$ cat config.mk
export PLATFORM = sky130hd
export DESIGN_NAME = mem_port_arbiter
export DESIGN_NICKNAME = d
export VERILOG_FILES = /design/src/rtl/mem_port_arbiter.sv
export SDC_FILE = /design/constraint.sdc
export NUM_CORES = 1
export LEC_CHECK = 0
export CAP_MARGIN = 20
export CORE_ASPECT_RATIO = 1.2
export CORE_MARGIN = 1.5
export CORE_UTILIZATION = 45
export DETAILED_ROUTE_END_ITERATION = 8
export DONT_BUFFER_PORTS = 1
export PLACE_DENSITY = 0.7
export SETUP_SLACK_MARGIN = 0.1
export SKIP_LAST_GASP = 1
export SLEW_MARGIN = 20
export SYNTH_ARGS = -nofsm -noshare
export SYNTH_HDL_FRONTEND = slang
export SYNTH_SLANG_ARGS = --single-unit
$ cat constraint.sdc
create_clock -name clk -period 1.7 [get_ports clk]
set_input_delay 0.255 -clock clk [delete_from_list [all_inputs] [get_ports clk]]
set_output_delay 0.255 -clock clk [all_outputs]
set_load 0.05 [all_outputs]
$ cat src/rtl/mem_port_arbiter.sv
// rtl/mem_port_arbiter.sv - shares main memory between I/D line-fill bursts and write-through stores
// Optional: define MEM_ARB_ROUND_ROBIN_EN to alternate I/D fill grants when both are pending.
module mem_port_arbiter #(
  parameter int ADDR_W     = 16,
  parameter int DATA_W     = 16,
  parameter int LINE_WORDS = 8,
  parameter int IDX_W      = 3
) (
  input  logic              clk,
  input  logic              rst,
  input  logic              i_req,
  input  logic [ADDR_W-1:0] i_addr,
  output logic              i_fill_valid,
  output logic              i_done,
  input  logic              d_req,
  input  logic [ADDR_W-1:0] d_addr,
  output logic              d_fill_valid,
  output logic              d_done,
  input  logic              wr_req,
  input  logic [ADDR_W-1:0] wr_addr,
  input  logic [DATA_W-1:0] wr_data,
  output logic              wr_ack,
  output logic [DATA_W-1:0] fill_data,
  output logic [IDX_W-1:0]  fill_word,
  output logic [ADDR_W-1:0] mem_addr,
  output logic              mem_enable,
  output logic              mem_wr,
  output logic [DATA_W-1:0] mem_wdata,
  input  logic [DATA_W-1:0] mem_rdata,
  input  logic              mem_rvalid,
  output logic              busy
);

  typedef enum logic [1:0] {IDLE, WRITE, FILL_I, FILL_D} state_t;

  localparam logic [IDX_W-1:0]  LAST_IDX  = IDX_W'(LINE_WORDS - 1);
  localparam logic [ADDR_W-1:0] BASE_MASK = ~ADDR_W'((1 << (IDX_W + 1)) - 1);

  state_t              state, state_nx;
  logic [IDX_W-1:0]    issue_cnt, issue_cnt_nx;
  logic [IDX_W-1:0]    recv_cnt, recv_cnt_nx;
  logic                issuing, issuing_nx;
  logic [ADDR_W-1:0]   line_base, line_base_nx;
  logic                grant_d, grant_i;

`ifdef MEM_ARB_ROUND_ROBIN_EN
  // last_fill_d = 0 means the I-cache owned the most recent fill
  logic last_fill_d;

  assign grant_d = d_req && (!i_req || !last_fill_d);

  always_ff @(posedge clk) begin
    if (rst) begin
      last_fill_d <= 1'b0;
    end else if (state == IDLE && !wr_req && (d_req || i_req)) begin
      last_fill_d <= grant_d;
    end
  end
`else
  assign grant_d = d_req;
`endif

  assign grant_i   = i_req && !grant_d;
  assign busy      = (state != IDLE);
  assign fill_data = mem_rdata;

  always_ff @(posedge clk) begin
    if (rst) begin
      state     <= IDLE;
      issue_cnt <= '0;
      recv_cnt  <= '0;
      issuing   <= 1'b0;
      line_base <= '0;
    end else begin
      state     <= state_nx;
      issue_cnt <= issue_cnt_nx;
      recv_cnt  <= recv_cnt_nx;
      issuing   <= issuing_nx;
      line_base <= line_base_nx;
    end
  end

  always_comb begin
    state_nx     = state;
    issue_cnt_nx = issue_cnt;
    recv_cnt_nx  = recv_cnt;
    issuing_nx   = issuing;
    line_base_nx = line_base;
    mem_enable   = 1'b0;
    mem_wr       = 1'b0;
    mem_addr     = '0;
    mem_wdata    = '0;
    wr_ack       = 1'b0;
    i_fill_valid = 1'b0;
    d_fill_valid = 1'b0;
    i_done       = 1'b0;
    d_done       = 1'b0;
    fill_word    = '0;
    case (state)
      IDLE: begin
        issue_cnt_nx = '0;
        recv_cnt_nx  = '0;
        issuing_nx   = 1'b0;
        // stores first so a following fill of the same line sees the new data
        if (wr_req) begin
          state_nx = WRITE;
        end else if (grant_d) begin
          state_nx     = FILL_D;
          line_base_nx = d_addr & BASE_MASK;
          issuing_nx   = 1'b1;
        end else if (grant_i) begin
          state_nx     = FILL_I;
          line_base_nx = i_addr & BASE_MASK;
          issuing_nx   = 1'b1;
        end
      end
      WRITE: begin
        mem_enable = 1'b1;
        mem_wr     = 1'b1;
        mem_addr   = wr_addr;
        mem_wdata  = wr_data;
        wr_ack     = 1'b1;
        state_nx   = IDLE;
      end
      default: begin
        // issue and receive run independently; only mem_rvalid advances receive
        if (issuing) begin
          mem_enable   = 1'b1;
          mem_addr     = line_base | (ADDR_W'(issue_cnt) << 1);
          issue_cnt_nx = issue_cnt + 1'b1;
          if (issue_cnt == LAST_IDX) issuing_nx = 1'b0;
        end
        if (mem_rvalid) begin
          i_fill_valid = (state == FILL_I);
          d_fill_valid = (state == FILL_D);
          fill_word    = recv_cnt;
          recv_cnt_nx  = recv_cnt + 1'b1;
          if (recv_cnt == LAST_IDX) begin
            i_done   = (state == FILL_I);
            d_done   = (state == FILL_D);
            state_nx = IDLE;
          end
        end
      end
    endcase
  end

endmodule

======== Word-level counts from Yosys, hierarchy flattened ========
Index checks and enable logic that the tools add are counted.
operators by class
  add/sub/neg operators ................... 2
  reductions and logical operators ........ 14
  bitwise logic cells ..................... 3
  muxes and demuxes ....................... 36
  eq/ne operators ......................... 6
operator list
  operator             number
  $mux 16              4
  $pmux 16 s2          1
  $mux 1               17
  $or 16x4->16         1
  $mux 3               4
  $pmux 3 s2           2
  $mux 2               5
  $reduce_bool 2->1    4
  $add 3x1->3 const B  2
  $eq 3x3->1 const B   2
  $reduce_and 3->1     2
  $reduce_bool 3->1    2
  $eq 2x2->1 const B   2
  $ne 4x4->1 const B   1
  $pmux 1 s2           2
  $pmux 2 s2           1
  $reduce_and 2->1     2
  $eq 2x1->1 const B   1
  $logic_not 2->1      1
  $not 1->1            2
  $reduce_or 2->1      1
  $logic_and 1x1->1    1
  $logic_not 1->1      1
word-level totals
  output and inout bits ................... 59
  bits of input ports ..................... 86
  register bits after elaboration ......... 25
  word-level logic and storage cells ...... 66

======== Logic depth before layout (Yosys ltp) ========
Gate-level depths: netlist of run 1.
  word-level depth ........................ 6
  depth in mapped cells ................... 5
  gate-level depth less buffers ........... 5

======== Worst setup path before layout of run 1 ========
No wires, ideal clock.
  path type ............................... register to output
  start ................................... register recv_cnt[1]
  end ..................................... output i_done
  path buffers ............................ 0
  stages on the path, launching flop included .. 5
  slack ................................... -0.403 ns
  data arrival time ....................... 1.848 ns
  path through ............................ dfxtp_1 > ha_1 > ha_1 > nand2_1 > nor3b_1
between the ends
  word-level cells in the longest chain between the ends .. 4
ends and longest elaborated chain
  what                      line  text
  start: declaration        41    logic [IDX_W-1:0] recv_cnt, recv_cnt_nx;
  start signal: assignment  77    recv_cnt <= recv_cnt_nx;
  $eq 3x3->1                138   if (recv_cnt == LAST_IDX) begin
  $mux 1                    138
  $mux 1                    133   if (mem_rvalid) begin
  $mux 1                    99    case (state)
  end: declaration          14    output logic i_done,
Every way passes these cells.

======== Worst setup path after layout of run 1 ========
  start ................................... register state[1]
  end ..................................... output mem_addr[3]
between the ends
  word-level cells in the longest chain between the ends .. 2
ends and longest elaborated chain
  what                                           line  text
  start: declaration                             39    state_t state, state_nx;
  start signal: assignment                       75    state <= state_nx;
  $eq 2x1->1 or $logic_not 2->1 (tied branches)  99
  $pmux 16 s2 *                                  99
  end: declaration                               25    output logic [ADDR_W-1:0] mem_addr,
Every way passes the cells marked *; elsewhere a longest branch is shown, timed or not.

==> flow_summary.ini, run 1 <==
[clock_tree]
cts_buffers = 3
clk_latency_ps = 300
cts-root-buf = clkbuf_4
cts_buffer_depth = 2
cts_tree = yes
cts.clk_slew.worst_paths_ps = 120
cts_sinks = 21
cts-htree-levels = 1

[worst_setup_path]
worstSetupPathType = register to output pin
endpoint = mem_addr[3]
cp-start-kind = register
worstRegToRegCells = 5
rrSetupSlack_ps = 390
cpPeakStageDelay_ps = 380
critical-path-slowest-cell = dfxtp_4
cp.required_ps = 1440
crit_top_cell = buf_12
arrival_ps = 1400
critPathLaunch = state[1]$_SDFFE_PP0P_
path_max_fanout = 18
r2r-start = recv_cnt[0]$_SDFFE_PP0P_
r2r_end = recv_cnt[2]$_SDFFE_PP0P_
worstSetupEndpointType = output pin
path_cells = nor2b_4, buf_12, a22o_1, buf_12

[yosys]
ys_seq_area_share_pct = 27.9
synthCells = 171
ys_ff_latch = 21
synthesis.nets = 261
synthesis.area_sq_um = 1510
synthFlopType = dfxtp_1
synth_edf_count = 0
ys_types = 29
ys_warn_count = 0
syn_area_per_cell_sq_um = 8.80
synthArstFlopShare_pct = 0

[die]
die_area_sq_um = 3700
start_util_pct = 48.0
io_pins = 145
die-width_um = 55.8
core-area_sq_um = 3140
die-height_um = 66.4
core.rowCount = 22

[finish]
finalNetCount = 285
fillerInstances = 220
diodes = 0
utilization_pct = 72.8
syn_to_final_growth_pct = 51.7
layout_commonest_cell = buf_12
drive_gt1_share_pct = 47.4
layout.cells.non_filler = 230
final_cell_mix = buf_12 (28), a21oi_1 (19), dfxtp_1 (17)
design_area_sq_um = 2280

[hold_path]
hold_path_class = primary input to register

[pwr]
p_leak_nw = 0.940
p_switching_mw = 0.637
cellPowerDensity_nw_per_um2 = 723
sw_frac_of_total_pct = 38.6
pwr-share-clk_pct = 14.1
worst_ir_drop_vdd_mv = 0.610
intPower_mw = 1.01
p_comb_share_pct = 52.0
pwr-share-seq_pct = 33.9
totalPowerFinal_mw = 1.65

[global_routing]
grt_pass1_vias = 1370
antenna_found_initial = 0
grt_max_degree = 22
grt.total_usage_pct = 21.4
grt-ovfl-total = 0
grt_pass1_wl_um = 6290

[drt]
wl_met2_um = 2470
antenna_left = 0
wl_per_cell_um = 19.2
vias = 1392
wl_met3_um = 341
dr.pass1.iters = 4
top_layer = met4
wl_met1_um = 1530
vias_per_cell = 6.05
routed_wl_um = 4410
drtIter0Drc = 33
drc = 0

[sta]
holdWs_ps = 14.0
relSlewSlack_pct = 66.6
maxSlewViolCount = 0
worst_pin_slew_ps = 500
fin_crit_sh_pct = 97.1
finClkSkew_ps = 12.9
rsz0062_at_grt = yes
final-setup-viol-count = 0
timing.fmax_mhz = 606
timing_hold_violations_final = 0
timing.final.crit_period_ps = 1650

[place]
gp_congestion = 0.722
dpl-instance-area_sq_um = 1970
place.detailed.hpwl_um = 3130
dp_cells = 213
io_buffers = 0

[status]
status = completed

[run]
cap_violations = 0
## registers in the layout, summed over array words and instances, names as in the netlist
register and count:
issue_cnt 3, state 2, line_base 12, recv_cnt 3, issuing 1
## critical path, delay by kind of cell, from the launching register on
kind	cells	cell delay (ps)
buf+inv	2	320
flops	1	380
compound gates	1	200
simple gates	1	180
## Yosys cell counts, types with 2 or more instances
library cell	instances	area, sq um
buf_4	20	150
and2_1	18	113
nor2_1	4	15.0
nand2b_1	2	12.5
buf_6	2	22.5
nand2_1	7	26.3
buf_2	5	25.0
a211oi_2	10	125
a22o_1	15	131
dfxtp_1	21	420
mux2i_1	12	120
ha_1	4	50.1
a21oi_1	19	95.1
nor2b_1	3	18.8
o21ai_1	2	10.0
clkbuf_1	5	18.8
nand3_1	5	25.0
inv_1	2	7.51
and3_1	3	18.8
a211oi_1	3	22.5
## metal layers
metal	up-vias	global-route usage, %
li1	642	-
met1	658	21.3
met3	10	3.91
met5	-	0
met4	0	7.62
met2	82	43.6
## kinds of logic after synthesis
family,count (synthesis),synth area share (%)
AOI/OAI and AO/OA,51,27.1
and+or+nand+nor,48,18.0
buffers and inverters,34,14.9
DFF,21,27.9
muxes,13,8.73
adders and majority gates,4,3.33
## cell type report
cell class	instances	area (sq um)	share of cell area [%]
multi-input cells	116	962	42.1
repair buffers	51	813	35.6
flip-flops and latches	21	428	18.7
well taps	36	45.0	1.97
clock buffers	3	22.5	0.986
inverters	2	7.51	0.329
clock inverters	1	5.00	0.219
## power by group through the flow
stage                     registers [mW]  logic, mW  clock network [mW]
after CTS                          0.557      0.802               0.233
after global placement             0.562      0.717                   0
after floorplan                    0.562      0.599                   0
final                              0.560      0.859               0.232
after global routing               0.563      0.892               0.252
after detailed placement           0.566      0.734                   0
## worst min-delay path by stage
stage	start	endpoint	slack, ps	depth (start not counted)
after floorplan	rst	line_base[11]$_SDFFE_PP0P_	330	1
after global placement	rst	line_base[10]$_SDFFE_PP0P_	320	1
after detailed placement	rst	line_base[5]$_SDFFE_PP0P_	330	1
after CTS	rst	line_base[15]$_SDFFE_PP0P_	2	1
after global routing	rst	issue_cnt[2]$_SDFFE_PP0P_	3	1
final	rst	state[0]$_SDFFE_PP0P_	10	1
## stage by stage
step                setup TNS, ps  worst slack [ps]
detailed placement              0               287
CTS                             0              40.7
global placement                0               353
floorplan                       0              31.0
global route                -73.6             -15.4
finish                          0              48.8
## timing repair
item / CTS / global route
hold buffers: 2 / 2
endpoints found under the setup margin: 40 / 40
setup buffers: 3 / 3
gates resized for setup: 27 / 10
endpoints found under the hold margin: 1 / 9
pin swaps: 4 / 14
gates cloned: 1 / 2
No activity file was read; power rests on OpenSTA's default activity.
==> run 2: changes to the inputs <==
PLACE_DENSITY = 0.57   (was 0.7)
==> flow_summary.ini, run 2 (synthesis results as in run 1) <==
[status]
status = completed

[finish]
fillerInstances = 237
multi_input_area_sq_um = 997
syn_to_final_growth_pct = 50.0
layout_commonest_cell = buf_12
regMostFlops = line_base
top_regs = line_base: 12 flops, issue_cnt: 3 flops, recv_cnt: 3 flops
largest_reg_flops = 12
diodes = 0
utilization_pct = 71.9
drive_gt1_share_pct = 46.1
layout.cells.non_filler = 229
seqCellArea_sq_um = 427
finalNetCount = 284
final_cell_mix = buf_12 (26), a21oi_1 (19), dfxtp_1 (18)

[drt]
antenna_left = 0
drtIter0Drc = 43
drc = 0
wl_per_cell_um = 17.9
routed_wl_um = 4100
vias_per_cell = 6.07
dr.pass1.iters = 4
vias = 1391

[place]
gp_congestion = 0.808
place.detailed.hpwl_um = 2990
dp_slack_ps = 247
io_buffers = 0
dp_cells = 215

[worst_setup_path]
cpPeakStageDelay_ps = 370
endpoint = i_done
path_max_fanout = 2
r2r_end = recv_cnt[2]$_SDFFE_PP0P_
cp.required_ps = 1440
cp-start-kind = register
cp.depth = 5
worstSetupEndpointType = output pin
cpLargestDelayFamily = flip-flops
r2r-start = recv_cnt[0]$_SDFFE_PP0P_
crit_top_cell = ha_4
worstSetupPathType = register to output pin
path_cells = ha_4, ha_4, nand2_4, nor3b_4, buf_6
critPathLaunch = recv_cnt[0]$_SDFFE_PP0P_
arrival_ps = 1370
critical-path-slowest-cell = dfxtp_2
rrSetupSlack_ps = 430
worstRegToRegCells = 5
critPathBufInv = 1

[global_routing]
grt.total_usage_pct = 21.8
grt_pass1_vias = 1418
antenna_found_initial = 0
grt-ovfl-total = 0
grt_pass1_wl_um = 6440
grt_max_degree = 24

[hold_path]
hold_path_class = primary input to register

[die]
io_pins = 145
die-width_um = 55.8
core-area_sq_um = 3140
start_util_pct = 48.0
core.rowCount = 22
die-height_um = 66.4
die_area_sq_um = 3700

[sta]
worst_pin_slew_ps = 845
setup_slack_ps = 79.9
rsz0062_at_grt = yes
relSlewSlack_pct = 43.5
timing.final.crit_period_ps = 1620
timing.fmax_mhz = 617
final-setup-viol-count = 0
fin_crit_sh_pct = 95.3
setup-tns-final_ps = 0
finClkSkew_ps = 1.97
timing_hold_violations_final = 0
maxSlewViolCount = 0

[clock_tree]
cts.clk_slew.worst_paths_ps = 110
cts_sinks = 21
cts-htree-levels = 1
cts-root-buf = clkbuf_4
cts_buffer_depth = 2
cts_buffers = 3
cts_tree = yes
clk_latency_ps = 300

[pwr]
cellPowerDensity_nw_per_um2 = 710
worst_ir_drop_vdd_mv = 0.484
p_leak_nw = 0.944

[run]
cap_violations = 0
-- run 2: cell count changes in the layout (fill, tap and decap cells not counted), sizes merged --
cell	change
buf	+2
dlygate4sd3	-1
clkinv	-1
clkbuf	-1
-- run 2: cell type report --
cell class / instances / area share (%)
timing repair buffer: 50 / 33.4
inverter: 2 / 0.333
clock buffer: 4 / 1.16
tap: 36 / 2.00
multi-input combinational: 116 / 44.2
sequential: 21 / 18.9
-- run 2: worst min path at each step --
| stage | startpoint | to | slack, ps | cells past startpoint |
|---|---|---|---|---|
| finish | rst | recv_cnt[2]$_SDFFE_PP0P_ | 10 | 1 |
| global route | rst | issuing$_SDFFE_PP0P_ | 2 | 1 |
| CTS | rst | line_base[15]$_SDFFE_PP0P_ | 0.3 | 1 |
| detailed placement | rst | line_base[13]$_SDFFE_PP0P_ | 320 | 1 |
| global placement | rst | line_base[14]$_SDFFE_PP0P_ | 320 | 1 |
| floorplan | rst | line_base[11]$_SDFFE_PP0P_ | 330 | 1 |
-- run 2: routing by layer --
metal / global-route usage (%) / vias to the layer above / wire length, um
li1: - / 639 / -
met1: 23.0 / 646 / 1420
met3: 6.26 / 4 / 371
met5: 0 / - / 0
met4: 4.57 / 0 / 28
met2: 42.6 / 102 / 2290
-- run 2: report_power, final --
group | internal (mW) | switching, mW | leakage, nW
combinational | 0.351 | 0.455 | 0.755
sequential | 0.531 | 0.0292 | 0.174
clock | 0.0913 | 0.146 | 0.0150
-- run 2: timing repair --
action                                 CTS  global route
pin swaps                                4             2
hold buffers                             1             2
buffers inserted                         5             1
endpoints found under the hold margin    1            17
cloned                                   1             0
setup endpoints to repair               29            40
gates resized for setup                 24            17
-- run 2: stage by stage --
stage	area (sq um)	power (mW)	hold slack (ps)
2_1_floorplan	1520	1.16	328
3_3_place_gp	1970	1.29	323
3_5_place_dp	1970	1.30	325
4_1_cts	2180	1.57	0.309
5_1_grt	2260	1.67	2.48
6_report	2260	1.60	14.3
